<file path="config.mk">
export PLATFORM = sky130hd
export DESIGN_NAME = gigatron_rom_loader
export DESIGN_NICKNAME = d
export VERILOG_FILES = /design/src/rtl/gigatron_rom_loader.sv
export SDC_FILE = /design/constraint.sdc
export NUM_CORES = 1
export LEC_CHECK = 0
export CORE_MARGIN = 2
export CORE_UTILIZATION = 53
export CTS_BUF_LIST = sky130_fd_sc_hd__clkbuf_16
export CTS_CLUSTER_DIAMETER = 30
export DETAILED_ROUTE_END_ITERATION = 12
export HOLD_SLACK_MARGIN = 0.15
export PLACE_DENSITY = 0.75
export SLEW_MARGIN = 10
export SYNTH_ARGS = -nofsm -noshare
export SYNTH_HDL_FRONTEND = slang
export SYNTH_SLANG_ARGS = --single-unit
</file>
<file path="constraint.sdc">
create_clock -name clock -period 2 [get_ports clock]
set_input_delay 0.2 -clock clock [delete_from_list [all_inputs] [get_ports clock]]
set_output_delay 0.2 -clock clock [all_outputs]
set_load 0.02 [all_outputs]
</file>
<file path="src/rtl/gigatron_rom_loader.sv">
// Gigatron program-RAM loader: parses SYNC/ADDR/CNT/DATA[/CSUM] frames from a byte stream.
// Optional checksum byte enabled by defining GIGA_LOADER_CHECKSUM_EN.
module gigatron_rom_loader #(
    parameter logic [7:0]  SYNC    = 8'hA5,
    parameter int unsigned TIMEOUT = 2500000
) (
    input  logic        clock,
    input  logic        rst_n,
    input  logic [7:0]  in_data,
    input  logic        in_valid,
    output logic        in_ready,
    output logic [15:0] rom_a,
    output logic [15:0] rom_d,
    output logic        rom_we,
    output logic        cpu_rst_n,
    output logic        busy,
    output logic        done,
    output logic        err
);

    typedef enum logic [2:0] {
        ST_IDLE,
        ST_ADDR_L,
        ST_ADDR_H,
        ST_CNT_L,
        ST_CNT_H,
        ST_DATA_L,
        ST_DATA_H,
        ST_CSUM
    } state_t;

    localparam bit          LP_TO_EN   = (TIMEOUT != 0);
    localparam logic [31:0] LP_GAP_MAX = 32'(TIMEOUT) - 32'd1;

    state_t      r_state;
    logic        r_ready;
    logic [15:0] r_addr;
    logic [15:0] r_cnt;
    logic [7:0]  r_lo;
    logic [31:0] r_gap;
    logic [15:0] r_rom_a;
    logic [15:0] r_rom_d;
    logic        r_rom_we;
    logic        r_cpu_rst_n;
    logic        r_done;
    logic        r_err;
`ifdef GIGA_LOADER_CHECKSUM_EN
    logic [7:0]  r_sum;
`endif

    logic        w_xfer;
    logic [15:0] w_cnt_full;

    assign w_xfer     = in_valid & r_ready;
    assign w_cnt_full = {in_data, r_cnt[7:0]};

    // Strobes (rom_we, done) default low each cycle; a gap of TIMEOUT idle cycles aborts the frame.
    always_ff @(posedge clock or negedge rst_n) begin
        if (!rst_n) begin
            r_state     <= ST_IDLE;
            r_ready     <= 1'b0;
            r_addr      <= 16'd0;
            r_cnt       <= 16'd0;
            r_lo        <= 8'd0;
            r_gap       <= 32'd0;
            r_rom_a     <= 16'd0;
            r_rom_d     <= 16'd0;
            r_rom_we    <= 1'b0;
            r_cpu_rst_n <= 1'b1;
            r_done      <= 1'b0;
            r_err       <= 1'b0;
`ifdef GIGA_LOADER_CHECKSUM_EN
            r_sum       <= 8'd0;
`endif
        end else begin
            r_ready  <= 1'b1;
            r_rom_we <= 1'b0;
            r_done   <= 1'b0;
            if (r_state != ST_IDLE && !w_xfer) begin
                if (LP_TO_EN && r_gap == LP_GAP_MAX) begin
                    r_state <= ST_IDLE;
                    r_err   <= 1'b1;
                    r_gap   <= 32'd0;
                end else begin
                    r_gap <= r_gap + 32'd1;
                end
            end else if (w_xfer) begin
                r_gap <= 32'd0;
`ifdef GIGA_LOADER_CHECKSUM_EN
                r_sum <= (r_state == ST_IDLE) ? 8'd0 : r_sum + in_data;
`endif
                case (r_state)
                    ST_IDLE: begin
                        if (in_data == SYNC) begin
                            r_state     <= ST_ADDR_L;
                            r_cpu_rst_n <= 1'b0;
                            r_err       <= 1'b0;
                        end
                    end
                    ST_ADDR_L: begin
                        r_addr[7:0] <= in_data;
                        r_state     <= ST_ADDR_H;
                    end
                    ST_ADDR_H: begin
                        r_addr[15:8] <= in_data;
                        r_state      <= ST_CNT_L;
                    end
                    ST_CNT_L: begin
                        r_cnt[7:0] <= in_data;
                        r_state    <= ST_CNT_H;
                    end
                    ST_CNT_H: begin
                        r_cnt <= w_cnt_full;
                        if (w_cnt_full == 16'd0) begin
`ifdef GIGA_LOADER_CHECKSUM_EN
                            r_state <= ST_CSUM;
`else
                            r_state     <= ST_IDLE;
                            r_done      <= 1'b1;
                            r_cpu_rst_n <= 1'b1;
`endif
                        end else begin
                            r_state <= ST_DATA_L;
                        end
                    end
                    ST_DATA_L: begin
                        r_lo    <= in_data;
                        r_state <= ST_DATA_H;
                    end
                    ST_DATA_H: begin
                        r_rom_we <= 1'b1;
                        r_rom_a  <= r_addr;
                        r_rom_d  <= {in_data, r_lo};
                        r_addr   <= r_addr + 16'd1;
                        r_cnt    <= r_cnt - 16'd1;
                        if (r_cnt == 16'd1) begin
`ifdef GIGA_LOADER_CHECKSUM_EN
                            r_state <= ST_CSUM;
`else
                            r_state     <= ST_IDLE;
                            r_done      <= 1'b1;
                            r_cpu_rst_n <= 1'b1;
`endif
                        end else begin
                            r_state <= ST_DATA_L;
                        end
                    end
`ifdef GIGA_LOADER_CHECKSUM_EN
                    // A good frame makes all bytes after SYNC, checksum included, sum to zero.
                    ST_CSUM: begin
                        r_state <= ST_IDLE;
                        if (r_sum + in_data == 8'd0) begin
                            r_done      <= 1'b1;
                            r_cpu_rst_n <= 1'b1;
                        end else begin
                            r_err <= 1'b1;
                        end
                    end
`endif
                    default: r_state <= ST_IDLE;
                endcase
            end
        end
    end

    assign in_ready  = r_ready;
    assign rom_a     = r_rom_a;
    assign rom_d     = r_rom_d;
    assign rom_we    = r_rom_we;
    assign cpu_rst_n = r_cpu_rst_n;
    assign busy      = (r_state != ST_IDLE);
    assign done      = r_done;
    assign err       = r_err;

endmodule

</file>
# == Word-level counts from Yosys, hierarchy flattened ==
# Cells that the tools add are included.
# Widths: inputs -> output; s select.
# op_classes
shift,0
n_bitwise,2
muxes,30
eq_ne,14
order_cmp,0
addsub,3
n_reduce_logical,22
div,0
n_mul,0
# op_table
cell,n
$mux 32,3
$pmux 8 s2,4
$add 32x1->32 const B,1
$eq 32x22->1 const B,1
$pmux 3 s7,1
$reduce_and 3->1,7
$mux 3,6
$add 16x1->16 const B,1
$eq 16x1->1 const B,1
$logic_not 16->1,1
$sub 16x1->16 const B,1
$mux 1,14
$reduce_bool 2->1,7
$eq 3x3->1 const B,3
$eq 8x8->1 const B,1
$eq 3x2->1 const B,2
$ne 2x2->1 const B,3
$reduce_and 6->1,1
$reduce_bool 3->1,2
$reduce_and 4->1,1
$eq 3x1->1 const B,1
$logic_not 3->1,1
$ne 3x3->1 const B,1
$pmux 1 s3,1
other kinds (6),6
# totals
register_bits,112
mem_count,0
ram_bits,0
romBits,0
latchBits,0
elab_cells,85
output_inout_bits,38

# == Depth between registers and ports, before layout ==
# Gate-level depths: netlist (run 1).
# depth
ltp_word,5
ltp_mapped,8
mapped_depth_nobuf,7

# == Worst setup path before layout (run 1) ==
# No wires, ideal clock.
# synth_path
kind,register to register
startpoint,register r_gap[20]
endpoint,register r_gap[6]
path_buffers,3
required_time_ns,1.862
synth_period_minus_slack_ns,2.124
t_arrival_ns,1.986
setup_slack_ns,-0.124
setup_ns,0.138
stages_incl_launch_ff,9
cell_sequence,dfrtp_1 -> clkbuf_1 -> nor4_1 -> nand4_1 -> or4_1 -> clkbuf_1 -> buf_2 -> a41oi_1 -> a31oi_1
# synth_via
elab_chain_len,3
# synth_lines
element,line_no,source
"start, declared",40,logic [31:0] r_gap;
"start signal, assigned",85,r_gap <= r_gap + 32'd1;
$eq 32x22->1,80,if (LP_TO_EN && r_gap == LP_GAP_MAX) begin
$mux 32,80,
$mux 32,79,if (r_state != ST_IDLE && !w_xfer) begin
# No other way between the ends.
# A chain may end at the register's enable or synchronous reset.

# == Final worst setup path (run 1) ==
# layout_path
startpoint,register r_gap[1]
endpoint,register r_gap[29]
# layout_via
elab_chain_len,3
# layout_lines
element,line_no
$add 32x1->32 or $eq 32x22->1 (tied branches),"85, 80"
$mux 32 *,80
$mux 32 *,79
# Mark *: on every way between the ends. The rest lies on a longest branch, timed or not.

==> results of run 1 <==
## worst min-delay path, stage by stage
cell           delay, ns
dlygate4sd3_1       0.52
buf_4               0.11
buf_12              0.44
## placed cells by master, fill, tap and decap left out, types with 4 or more instances in the layout
master / instances
or3_1: 8
a31oi_4: 8
o21ai_1: 11
a21oi_1: 33
nand2_1: 68
mux2_2: 29
buf_12: 6
ha_1: 4
inv_1: 21
a41oi_2: 4
a22o_1: 4
and2_1: 4
o21ai_0: 19
nand3_1: 28
clkbuf_16: 11
nand4_1: 16
o22a_1: 15
clkdlybuf4s50_1: 46
o21ba_2: 4
nor3_1: 10
nor3_2: 4
or4_1: 12
a31oi_1: 27
nor2b_1: 5
buf_6: 4
nor2_1: 46
dfrtp_1: 111
buf_4: 91
or4_4: 5
nor4_1: 8
o22ai_1: 4
## state kept, by name (all words and copies together) (netlist names)
| register | count |
|---|---|
| r_gap | 32 |
| rom_d | 16 |
| r_state | 3 |
| r_addr | 16 |
| rom_we | 1 |
| r_lo | 8 |
| in_ready | 1 |
| cpu_rst_n | 1 |
| rom_a | 16 |
| done | 1 |
| err | 1 |
| r_cnt | 16 |
## metrics by stage
step | instance area, um2 | TNS [ns] | hold WS [ns] | utilization
2_1_floorplan | 5870 | 0 | -0.0956 | -
3_3_place_gp | 7120 | -0.926 | 0.325 | 0.660
3_5_place_dp | 7120 | -2.69 | 0.326 | 0.660
4_1_cts | 7490 | -0.229 | 0.477 | 0.694
5_1_grt | 7850 | -4.39 | 0.512 | 0.727
6_report | 7850 | -1.63 | 0.465 | 0.727
## cell families after synthesis
family                     after synthesis  share of synthesized area
AOI/OAI and AO/OA                      166                      0.191
DFF                                    112                      0.480
buffers and inverters                   58                     0.0396
xor gates and xnor gates                 1                    0.00150
muxes                                   32                     0.0610
adders and majority gates                4                    0.00857
other                                    1                   0.000642
and+or+nand+nor                        247                      0.218
## per-layer routing
| metal | GRT usage | up-vias | part of all wire |
|---|---|---|---|
| li1 | - | 2576 | - |
| met1 | 0.402 | 2805 | 0.43 |
| met2 | 0.449 | 265 | 0.47 |
| met3 | 0.0400 | 34 | 0.078 |
| met4 | 0.110 | 0 | 0.020 |
| met5 | 0 | - | 0 |
## worst paths after layout
kind                          start         to  slack [ns]  cells after the start
setup reg to reg           r_gap[1]  r_gap[29]       -0.11                      7
max in group asynchronous     rst_n  r_addr[8]        1.09                      3
hold / removal                rst_n  r_gap[14]        0.47                      3
setup / recovery           r_gap[1]  r_gap[29]       -0.11                      7
hold reg to reg             r_lo[2]   rom_d[2]        0.47                      2
min in group clock          r_lo[2]   rom_d[2]        0.47                      2
## timing repair
item,in CTS,in global routing
hold endpoints to repair,111,0
pin swaps,4,14
gates cloned,0,3
setup endpoints to repair,38,45
buffers inserted,0,5
hold buffers,1,0
gates resized for setup,22,47
## final cells by class
cell class	count	area share
well taps	140	0.0223
multi-input cells	451	0.399
clock buffers	9	0.0287
repair buffers	152	0.176
flip-flops and latches	112	0.357
inverters	21	0.0100
clock inverters	7	0.00590
## power by group
group	internal, uW	switching (uW)	total (uW)	leakage (uW)
sequential	2270	12.8	2290	0.00155
combinational	89.1	142	232	0.00174
clock	847	851	1700	0.000135
==> results.cfg, run 1 <==
[cts]
numCtsBuffers = 9
clock-sinks = 112
root_buffer = clkbuf_16
clkTransAtPathRegs_ns = 0.07
htree_levels = 3
cts_tree = done
insertion_delay_ns = 0.35
clock_path_buffers = 2

[synth]
synth_fp_nets = 636
yosysTopAreaCell = dfrtp_1
async_reset_ff_frac = 1.00
synthCells = 621
avgSynthCellArea_um2 = 9.41
yosysSeqAreaShare = 0.480
synthDistinctLibCells = 64
netlist_area_mm2 = 0.00584
synth_ff_type = dfrtp_1
synth_enable_flop_cells = 0
ys_seq_elements = 112
synthDominantCellAreaShare = 0.475
yosys-top-cells-count = 111 x dfrtp_1, 68 x nand2_1, 47 x nor2_1
yosysMostFrequentCell = dfrtp_1
ys_warn_count = 0
synthTopCellsByArea = dfrtp_1 48%, mux2_2 5.6%, nand2_1 4.4%

[detailed_routing]
totalWireLength_um = 17000
drt-vias-per-instance = 6.37
firstDrtPassIters = 7
drtAntennaViolNets = 0
wl_per_cell_um = 19.0
first_iter_violations = 659
remaining_drc_errors = 0
vias = 5680

[timing]
setup_viol = 31
worst_pin_slew_ns = 1.02
slew_violations = 0
rsz0062_at_grt = true
fin_skew_ns = 0.00996
setup_slack_ns = -0.108
finalCritPeriodShare = 1.05
period_minus_slack_ns = 2.11
fmax_ghz = 0.474
hold_viol_final = 0
relSlewSlack = 0.319

[setup_path]
path_cells = ha_1, nand4_1, buf_4, nor4_4, nor2_1, buf_4, a31o_2
cp-end-kind = register
crit_fanout = 5
slowest_delay_ns = 0.41
crit_type = reg -> reg
worstSetupStartpointType = register
path_delay_family = simple AND/OR/NAND/NOR gates
cp.arrival_ns = 2.35
cpMaxStageDelayCell = dfrtp_1
crit_top_cell = buf_4
worst-path-buf-inv = 2
required_ns = 2.24

[floorplanning]
die_w_um = 109
ios = 49
dieArea_mm2 = 0.0119
coreArea_mm2 = 0.0108
dieHeight_um = 109
row_count = 38
initial_utilization = 0.541

[global_route]
antenna_found_initial = 0
grt.total_usage = 0.286
grt_max_degree = 113
grt_overflow = 0
first_global_vias = 5296
grt_pass1_wl_um = 26600

[final_layout]
syn_to_final_growth_pct = 34.3
register_area_mm2 = 0.00280
fillCellCount = 752
multi_input_area_mm2 = 0.00313
finalNonFillerCells = 892
diodes = 0
drive_gt1_frac = 0.270
nets = 762

[power_and_ir_drop]
fin_total_pwr_uw = 4220
ir_drop_v = 0.000531
p_per_area_mw_per_mm2 = 537
power.leakage_uw = 0.00343

[placed_design]
io_buffer_count = 48
pre_cts_ws_ns = -0.150
hpwl_um = 11200
post-place-cells = 867
gp_congestion = 0.940

[outcome]
violations = setup timing
status = complete, but fails checks

[min_path]
hp-class = in -> async

[job]
drv_cap = 0
No activity file was read; power rests on OpenSTA's default activity.
==> inputs of run 2 (changes only) <==
--- a/config.mk
+++ b/config.mk
@@ -6,12 +6,13 @@
 export NUM_CORES = 1
 export LEC_CHECK = 0
 export CORE_MARGIN = 2
-export CORE_UTILIZATION = 53
+export CORE_UTILIZATION = 63
 export CTS_BUF_LIST = sky130_fd_sc_hd__clkbuf_16
 export CTS_CLUSTER_DIAMETER = 30
 export DETAILED_ROUTE_END_ITERATION = 12
+export GPL_ROUTABILITY_DRIVEN = 1
 export HOLD_SLACK_MARGIN = 0.15
-export PLACE_DENSITY = 0.75
+export PLACE_DENSITY = 0.84
 export SLEW_MARGIN = 10
 export SYNTH_ARGS = -nofsm -noshare
 export SYNTH_HDL_FRONTEND = slang
==> constraint.sdc (replaced) <==
create_clock -name clock -period 2.5 [get_ports clock]
set_input_delay 0.25 -clock clock [delete_from_list [all_inputs] [get_ports clock]]
set_output_delay 0.25 -clock clock [all_outputs]
set_load 0.02 [all_outputs]
==> results.cfg, run 2 (synthesis results as in run 1) <==
[cts]
insertion_delay_ns = 0.35
root_buffer = clkbuf_16
clkTransAtPathRegs_ns = 0.08
numCtsBuffers = 9
htree_levels = 3
clock-sinks = 112
cts_setup_buffers = 0
clock_path_buffers = 2
cts_tree = done

[final_layout]
drive_gt1_frac = 0.138
diodes = 0
layout_commonest_cell = dfrtp_1
syn_to_final_growth_pct = 17.4
largest_register = r_gap
fillCellCount = 659
largest_reg_flops = 32
layout_common_cells = 111 x dfrtp_1, 68 x nand2_1, 47 x nor2_1, 47 x clkdlybuf4s50_1, 36 x a31oi_1
finalNonFillerCells = 791
nets = 690
final_util = 0.753

[placed_design]
gp_congestion = 0.917
io_buffer_count = 48
hpwl_um = 10500
post-place-cells = 774

[timing]
rsz0062_at_grt = false
worst_pin_slew_ns = 1.19
relSlewSlack = 0.204
fmax_ghz = 0.430
hold_viol_final = 0
setup_viol = 0
slew_violations = 0
period_minus_slack_ns = 2.33
finalCritPeriodShare = 0.931
setup_tns_ns = 0
fin_skew_ns = 0.00698

[outcome]
status = finished, final reports clean

[floorplanning]
die_w_um = 100
row_count = 35
dieHeight_um = 100
dieArea_mm2 = 0.0101
ios = 49
coreArea_mm2 = 0.00911
initial_utilization = 0.641

[setup_path]
slowest_delay_ns = 0.58
cp.arrival_ns = 2.62
crit_type = reg -> reg
r2r-start = r_cnt[1]
path_cells = inv_1, ha_1, or4b_2, nor4_1, nand2_1, a21oi_1, o32a_1
required_ns = 2.79
r2r-end = cpu_rst_n
worstSetupStartpointType = register
ff2ff_setup_slack_ns = 0.17
path_delay_family = simple AND/OR/NAND/NOR gates
worst-path-buf-inv = 1
crit_path_start = r_cnt[1]
cpMaxStageDelayCell = or4b_2
crit_fanout = 3
crit_path_end = cpu_rst_n
path_depth = 7
cp-end-kind = register
ff2ff_path_depth = 7

[detailed_routing]
vias = 5311
firstDrtPassIters = 5
wl_per_cell_um = 19.1
remaining_drc_errors = 0
wl_met3_um = 1260
wl_met2_um = 7010
drtAntennaViolNets = 0
totalWireLength_um = 15100
first_iter_violations = 631
routed.top_layer = met4
drt-vias-per-instance = 6.71
drt-met1-wl_um = 6570

[job]
drv_cap = 0

[power_and_ir_drop]
p_per_area_mw_per_mm2 = 494
power.leakage_uw = 0.00296
ir_drop_v = 0.000297

[global_route]
first_global_vias = 5169
grt_max_degree = 42
grt.total_usage = 0.319
grt_overflow = 0
antenna_found_initial = 0
grt_pass1_wl_um = 25600

[min_path]
hp-class = in -> async
run 2: power by group:
| part | total, uW | switching [uW] | internal (uW) |
|---|---|---|---|
| clock | 1410 | 708 | 699 |
| sequential | 1830 | 14.6 | 1820 |
| combinational | 152 | 99.2 | 53.2 |
| total | 3390 | 821 | 2570 |
run 2: worst min-delay path by stage:
stage           endpoint  slack (ns)  cells past startpoint
2_1_floorplan       done       -0.05                      0
3_3_place_gp   r_gap[23]        0.28                      1
3_5_place_dp   r_gap[23]        0.28                      1
4_1_cts        r_gap[20]        0.46                      2
5_1_grt        r_gap[25]        0.48                      2
6_report       r_gap[23]        0.44                      2
run 2: per-layer routing:
| metal | global-route usage | vias to the layer above |
|---|---|---|
| met5 | 0 | - |
| met3 | 0.0585 | 35 |
| met1 | 0.466 | 2594 |
| met4 | 0.107 | 0 |
| li1 | - | 2431 |
| met2 | 0.484 | 251 |
run 2: what timing repair did:
item                                   in CTS  in global routing
endpoints found under the hold margin      38                  0
setup endpoints to repair                   0                  0
gates resized for setup                     0                  0
hold buffers                                1                  0
run 2: area by class of cell:
| cell class | count | area, um2 | share of cell area |
|---|---|---|---|
| multi-input combinational | 451 | 2810 | 0.409 |
| sequential | 112 | 2800 | 0.409 |
| timing repair buffer | 80 | 746 | 0.109 |
| clock buffer | 9 | 225 | 0.0328 |
| tap | 111 | 139 | 0.0202 |
| inverter | 21 | 78.8 | 0.0115 |
| clock inverter | 7 | 61.3 | 0.00894 |
run 2: metrics by stage:
| stage | worst slack, ns | hold slack [ns] | area, um2 | total power, uW |
|---|---|---|---|---|
| after floorplan | 0.376 | -0.0456 | 5840 | 1920 |
| after global placement | 0.273 | 0.277 | 6560 | 2010 |
| after detailed placement | 0.224 | 0.283 | 6560 | 2020 |
| after CTS | 0.234 | 0.457 | 6860 | 3410 |
| after global routing | 0.0445 | 0.479 | 6860 | 3510 |
| final | 0.173 | 0.435 | 6860 | 3390 |
